**config.mk**
```make
export PLATFORM = sky130hd
export DESIGN_NAME = set_mode_controller
export DESIGN_NICKNAME = d
export VERILOG_FILES = /design/src/rtl/set_mode_controller.sv
export SDC_FILE = /design/constraint.sdc
export NUM_CORES = 1
export LEC_CHECK = 0
export CAP_MARGIN = 15
export CORE_MARGIN = 4
export CORE_UTILIZATION = 46
export CTS_CLUSTER_SIZE = 40
export DETAILED_ROUTE_END_ITERATION = 7
export PLACE_DENSITY = 0.65
export SLEW_MARGIN = 25
export SYNTH_ARGS = -nofsm -noshare
export SYNTH_HDL_FRONTEND = slang
export SYNTH_SLANG_ARGS = --single-unit
```
**constraint.sdc**
```tcl
create_clock -name CLK100MHZ -period 2.95 [get_ports CLK100MHZ]
set_input_delay 0.7375 -clock CLK100MHZ [delete_from_list [all_inputs] [get_ports CLK100MHZ]]
set_output_delay 0.7375 -clock CLK100MHZ [all_outputs]
set_load 0.01 [all_outputs]
```
**src/rtl/set_mode_controller.sv**
```systemverilog
// Set-mode controller for a clock display: RUN / SET_HRS / SET_MIN sequencing,
// increment auto-repeat, idle timeout back to RUN and digit blinking while setting.
module set_mode_controller #(
    parameter int BLINK_HALF  = 50000000,
    parameter int REPEAT_DLY  = 50000000,
    parameter int REPEAT_RATE = 20000000,
    parameter int TIMEOUT_S   = 10
) (
    input  logic       CLK100MHZ,
    input  logic       Reset,
    input  logic       btn_mode,
    input  logic       btn_up,
    input  logic       sec_tick,
    output logic       run_en,
    output logic       inc_hrs,
    output logic       inc_min,
    output logic       clr_sec,
    output logic [3:0] blank_mask,
    output logic [1:0] mode
);

    localparam int RPT_MAX = (REPEAT_DLY > REPEAT_RATE) ? REPEAT_DLY : REPEAT_RATE;
    localparam int RPT_W   = $clog2(RPT_MAX + 1);
    localparam int BLK_W   = (BLINK_HALF > 1) ? $clog2(BLINK_HALF) : 1;
    localparam int IDLE_W  = $clog2(TIMEOUT_S + 1);

    typedef enum logic [1:0] {
        ST_RUN     = 2'b00,
        ST_SET_HRS = 2'b01,
        ST_SET_MIN = 2'b10
    } state_t;

    state_t             state_q, state_d;
    logic               mode_prev_q, mode_prev_d;
    logic               up_prev_q, up_prev_d;
    logic               inc_hrs_q, inc_hrs_d;
    logic               inc_min_q, inc_min_d;
    logic               clr_sec_q, clr_sec_d;
    logic               rpt_active_q, rpt_active_d;
    logic               rpt_first_q, rpt_first_d;
    logic [RPT_W-1:0]   rpt_cnt_q, rpt_cnt_d;
    logic [IDLE_W-1:0]  idle_cnt_q, idle_cnt_d;
    logic [BLK_W-1:0]   blk_cnt_q, blk_cnt_d;
    logic               blink_q, blink_d;

    logic mode_edge, up_edge, in_set, fire;

    always_ff @(posedge CLK100MHZ or posedge Reset) begin
        if (Reset) begin
            state_q      <= ST_RUN;
            mode_prev_q  <= 1'b1;
            up_prev_q    <= 1'b1;
            inc_hrs_q    <= 1'b0;
            inc_min_q    <= 1'b0;
            clr_sec_q    <= 1'b0;
            rpt_active_q <= 1'b0;
            rpt_first_q  <= 1'b0;
            rpt_cnt_q    <= '0;
            idle_cnt_q   <= '0;
            blk_cnt_q    <= '0;
            blink_q      <= 1'b0;
        end else begin
            state_q      <= state_d;
            mode_prev_q  <= mode_prev_d;
            up_prev_q    <= up_prev_d;
            inc_hrs_q    <= inc_hrs_d;
            inc_min_q    <= inc_min_d;
            clr_sec_q    <= clr_sec_d;
            rpt_active_q <= rpt_active_d;
            rpt_first_q  <= rpt_first_d;
            rpt_cnt_q    <= rpt_cnt_d;
            idle_cnt_q   <= idle_cnt_d;
            blk_cnt_q    <= blk_cnt_d;
            blink_q      <= blink_d;
        end
    end

    always_comb begin
        state_d      = state_q;
        mode_prev_d  = btn_mode;
        up_prev_d    = btn_up;
        inc_hrs_d    = 1'b0;
        inc_min_d    = 1'b0;
        clr_sec_d    = 1'b0;
        rpt_active_d = rpt_active_q;
        rpt_first_d  = rpt_first_q;
        rpt_cnt_d    = rpt_cnt_q;
        idle_cnt_d   = idle_cnt_q;
        blk_cnt_d    = blk_cnt_q;
        blink_d      = blink_q;
        fire         = 1'b0;

        mode_edge = btn_mode & ~mode_prev_q;
        up_edge   = btn_up & ~up_prev_q;
        in_set    = (state_q == ST_SET_HRS) || (state_q == ST_SET_MIN);

        case (state_q)
            ST_RUN:     if (mode_edge) state_d = ST_SET_HRS;
            ST_SET_HRS: if (mode_edge) state_d = ST_SET_MIN;
            ST_SET_MIN: if (mode_edge) state_d = ST_RUN;
            default:    state_d = ST_RUN;
        endcase

        // rpt_cnt_q holds cycles since the last pulse decision, starting at 1
        if (!in_set || mode_edge || !btn_up) begin
            rpt_active_d = 1'b0;
            rpt_first_d  = 1'b0;
            rpt_cnt_d    = '0;
        end else if (up_edge) begin
            fire         = 1'b1;
            rpt_active_d = 1'b1;
            rpt_first_d  = 1'b1;
            rpt_cnt_d    = RPT_W'(1);
        end else if (rpt_active_q) begin
            if (rpt_cnt_q == (rpt_first_q ? RPT_W'(REPEAT_DLY) : RPT_W'(REPEAT_RATE))) begin
                fire        = 1'b1;
                rpt_first_d = 1'b0;
                rpt_cnt_d   = RPT_W'(1);
            end else begin
                rpt_cnt_d = rpt_cnt_q + 1'b1;
            end
        end

        inc_hrs_d = fire && (state_q == ST_SET_HRS);
        inc_min_d = fire && (state_q == ST_SET_MIN);

        if (!in_set || mode_edge || up_edge || fire) begin
            idle_cnt_d = '0;
        end else if (sec_tick) begin
            if (idle_cnt_q + 1'b1 == IDLE_W'(TIMEOUT_S)) begin
                state_d    = ST_RUN;
                idle_cnt_d = '0;
            end else begin
                idle_cnt_d = idle_cnt_q + 1'b1;
            end
        end

        clr_sec_d = in_set && (state_d == ST_RUN);

        if (state_d == ST_RUN || state_d != state_q || fire) begin
            blk_cnt_d = '0;
            blink_d   = 1'b0;
        end else if (blk_cnt_q == BLK_W'(BLINK_HALF - 1)) begin
            blk_cnt_d = '0;
            blink_d   = ~blink_q;
        end else begin
            blk_cnt_d = blk_cnt_q + 1'b1;
        end
    end

    always_comb begin
        run_en     = 1'b1;
        blank_mask = 4'b0000;
        case (state_q)
            ST_SET_HRS: begin
                run_en     = 1'b0;
                blank_mask = {blink_q, blink_q, 2'b00};
            end
            ST_SET_MIN: begin
                run_en     = 1'b0;
                blank_mask = {2'b00, blink_q, blink_q};
            end
            default: ;
        endcase
    end

    assign mode    = state_q;
    assign inc_hrs = inc_hrs_q;
    assign inc_min = inc_min_q;
    assign clr_sec = clr_sec_q;

endmodule

```
==> reports/metrics.yaml <==
start_util: 0.473
fmax_ghz: 0.358
fp.dieH_um: 99.9
rsz0062_at_grt: "false"
final_common_cell: "dfrtp_1"
cts_setup_buffers: 0
fillers: 736
cts_tree: "yes"
skew_ns: 0.00973
area_growth_pct: 11.7
finalWeightedCongestion: 0.915
synth_top_family_by_area: "simple AND/OR/NAND/NOR gates"
p_switching_uw: 748
fin_total_pwr_uw: 2330
post-place-ws_ns: 0.198
grt.overflow.total: 0
cts-resized-gates: 0
synth_nets: 418
finalSetupViolations: 0
multi_input_comb_area_um2: 2070
synth_area_um2: 3890
ioPinCount: 15
viasPerCell: 5.92
synth-seq-area-share: 0.425
hold_buffers: 0
swShare: 0.322
p_seq_frac: 0.427
drtIter0Drc: 166
fin_crit_sh: 0.947
power.density_nw_per_um2: 536
grt_start_max_net_pins: 67
firstDrtPassIters: 4
leakage_uw: 0.00176
h-tree-depth: 3
cpMaxStageDelayCell: "clkdlybuf4s50_1"
combPwrFrac: 0.237
grt_util_all_layers: 0.185
final_util: 0.529
post_synth.cell_area_avg_um2: 9.63
cts_made_buffers: 9
die-area_um2: 9990
path_max_fanout: 6
core-area_um2: 8220
synthAdderAreaFrac: 0.0290
wl_per_cell_um: 16.4
numPortBuffers: 14
async_flop_share: 1.00
p_clk_frac: 0.336
internal_power_uw: 1580
seq_area_um2: 1650
yosysUniqueCellTypes: 60
cp_slowest_stage_delay_ns: 0.54
hold_class: "flop to flop"
core.rowCount: 33
grt_pass1_vias: 3060
slew_headroom: 0.431
antenna_left: 0
crit_type: "flop to output port"
dominantRegCellSynth: "dfrtp_1"
ir_drop_mv: 0.290
cts.clk_slew.worst_paths_ns: 0.07
n_antenna_cell: 0
clock-sinks: 66
setup_slack_ns: 0.155
min_period_ns: 2.79
die_x_um: 99.9
routed_wl_um: 8690
yosysWarnings: 0
maxSlewViolCount: 0
grt_antenna_before_repair: 0
fin_tns_setup_ns: 0
run_status: "completed"
worstMarginPinSlew_ns: 0.849
clock_latency_ns: 0.34
cap_violations: 0
crit_chain: "inv_1 -> ha_1 -> and3_1 -> clkdlybuf4s50_1"
ys_ff_latch: 66
synthSimpleGateAreaFrac: 0.295
vias: 3139
start_kind: "flop"
drc: 0
required_ns: 2.21
timing_hold_violations_final: 0
synth.area.mux_share: 0
max-clock-path-buffers: 2
hpwl_um: 5730
critPathCaptureType: "output port"
grt_pass1_wl_um: 14900
cts-root-buf: "clkbuf_8"
netlist_instances: 404
synth_compound_area_frac: 0.142
worst_ep_arrival_time_ns: 2.06
synth-edff-count: 0
synthXorXnorAreaFrac: 0.0653
fin_nets: 434
drive_gt1_frac: 0.101
layout_common_cells: "dfrtp_1 (64), nor3_1 (33), nand2_1 (29)"
fin_worst_hold_slack_ns: 0.466
-- power groups by stage --
stage          sequential [uW]  combinational (uW)  clock (uW)
6_report                   992                 552         782
5_1_grt                    999                 603         850
4_1_cts                    992                 554         805
3_5_place_dp              1010                 551           0
3_3_place_gp              1010                 543           0
2_1_floorplan              998                 394           0
-- kinds of logic (layout without fill, tap and decap cells) --
group / count (synthesis) / in the layout
simple gates: 194 / 194
compound gates: 73 / 73
flops: 66 / 66
buf+inv: 33 / 54
xor+xnor: 29 / 29
fa+ha+maj: 9 / 9
-- critical path: cells and delay by family (launching register included) --
kind          cells  cell delay [ns]
buf+inv           2             0.68
simple gates      1             0.20
flops             1             0.46
fa+ha+maj         1             0.39
-- state kept, by name (all words and copies together), names as in the netlist --
signal,flops
blink_q,1
blk_cnt_q,26
clr_sec,1
idle_cnt_q,4
inc_hrs,1
inc_min,1
mode,2
mode_prev_q,1
rpt_active_q,1
rpt_cnt_q,26
rpt_first_q,1
up_prev_q,1
-- cell usage after synthesis, types with 2 or more instances --
| cell type | count | share of area |
|---|---|---|
| dfrtp_1 | 64 | 0.41 |
| nor3_1 | 33 | 0.042 |
| nand2_1 | 29 | 0.028 |
| nand3_1 | 27 | 0.035 |
| xor2_1 | 18 | 0.041 |
| nand4_1 | 17 | 0.027 |
| nor2_1 | 17 | 0.016 |
| and2_1 | 14 | 0.023 |
| o31ai_1 | 14 | 0.027 |
| inv_1 | 13 | 0.013 |
| and3_1 | 11 | 0.018 |
| xnor2_1 | 11 | 0.025 |
| a21oi_1 | 10 | 0.013 |
| a41oi_1 | 10 | 0.023 |
| ha_1 | 9 | 0.029 |
| a31oi_1 | 7 | 0.011 |
| buf_2 | 6 | 0.0077 |
| buf_4 | 6 | 0.012 |
| o21ai_0 | 6 | 0.0077 |
| clkbuf_1 | 5 | 0.0048 |
| nand3b_1 | 5 | 0.0097 |
| o2111ai_1 | 5 | 0.011 |
| a21boi_0 | 4 | 0.0077 |
| nand2b_1 | 4 | 0.0064 |
| nor4_1 | 4 | 0.0064 |
| nor4bb_1 | 4 | 0.010 |
| and4_1 | 3 | 0.0068 |
| and4b_1 | 3 | 0.0077 |
| nor2b_1 | 3 | 0.0048 |
| nor4b_1 | 3 | 0.0068 |
| or3_1 | 3 | 0.0048 |
| a211oi_1 | 2 | 0.0039 |
| a21o_1 | 2 | 0.0039 |
| a311oi_1 | 2 | 0.0045 |
| buf_6 | 2 | 0.0058 |
| dfstp_2 | 2 | 0.014 |
| nor4_4 | 2 | 0.011 |
| or2_2 | 2 | 0.0032 |
-- layout make-up --
cell class                 instances  share of cell area
sequential                        66               0.381
tap                              105              0.0303
timing repair buffer              24              0.0524
clock buffer                      12              0.0357
inverter                          14              0.0121
multi-input combinational        305               0.477
clock inverter                     4              0.0115
-- final timing paths --
kind | start | end | slack [ns] | depth (start not counted)
max | mode[0]$_DFF_PP0_ | blank_mask[2] | 0.16 | 4
min | blk_cnt_q[0]$_DFF_PP0_ | blk_cnt_q[0]$_DFF_PP0_ | 0.47 | 1
max reg2reg | mode[0]$_DFF_PP0_ | blk_cnt_q[16]$_DFF_PP0_ | 0.51 | 7
min reg2reg | blk_cnt_q[0]$_DFF_PP0_ | blk_cnt_q[0]$_DFF_PP0_ | 0.47 | 1
max in group asynchronous | Reset | up_prev_q$_DFF_PP1_ | 1.84 | 3
min in group asynchronous | Reset | blk_cnt_q[25]$_DFF_PP0_ | 0.79 | 3
-- stage by stage --
stage / cells / instance area [um^2]
4_1_cts: 530 / 4340
3_3_place_gp: 514 / 4140
3_5_place_dp: 514 / 4140
6_report: 530 / 4340
5_1_grt: 530 / 4340
2_1_floorplan: 404 / 3890
-- routing by layer --
layer / part of all wire / vias up / GRT usage
met2: 0.48 / 54 / 0.285
met1: 0.48 / 1538 / 0.256
met4: 0.0085 / 0 / 0.0683
li1: - / 1542 / -
met3: 0.037 / 5 / 0.0403
met5: 0 / - / 0
(Power assumes the default switching activity.)
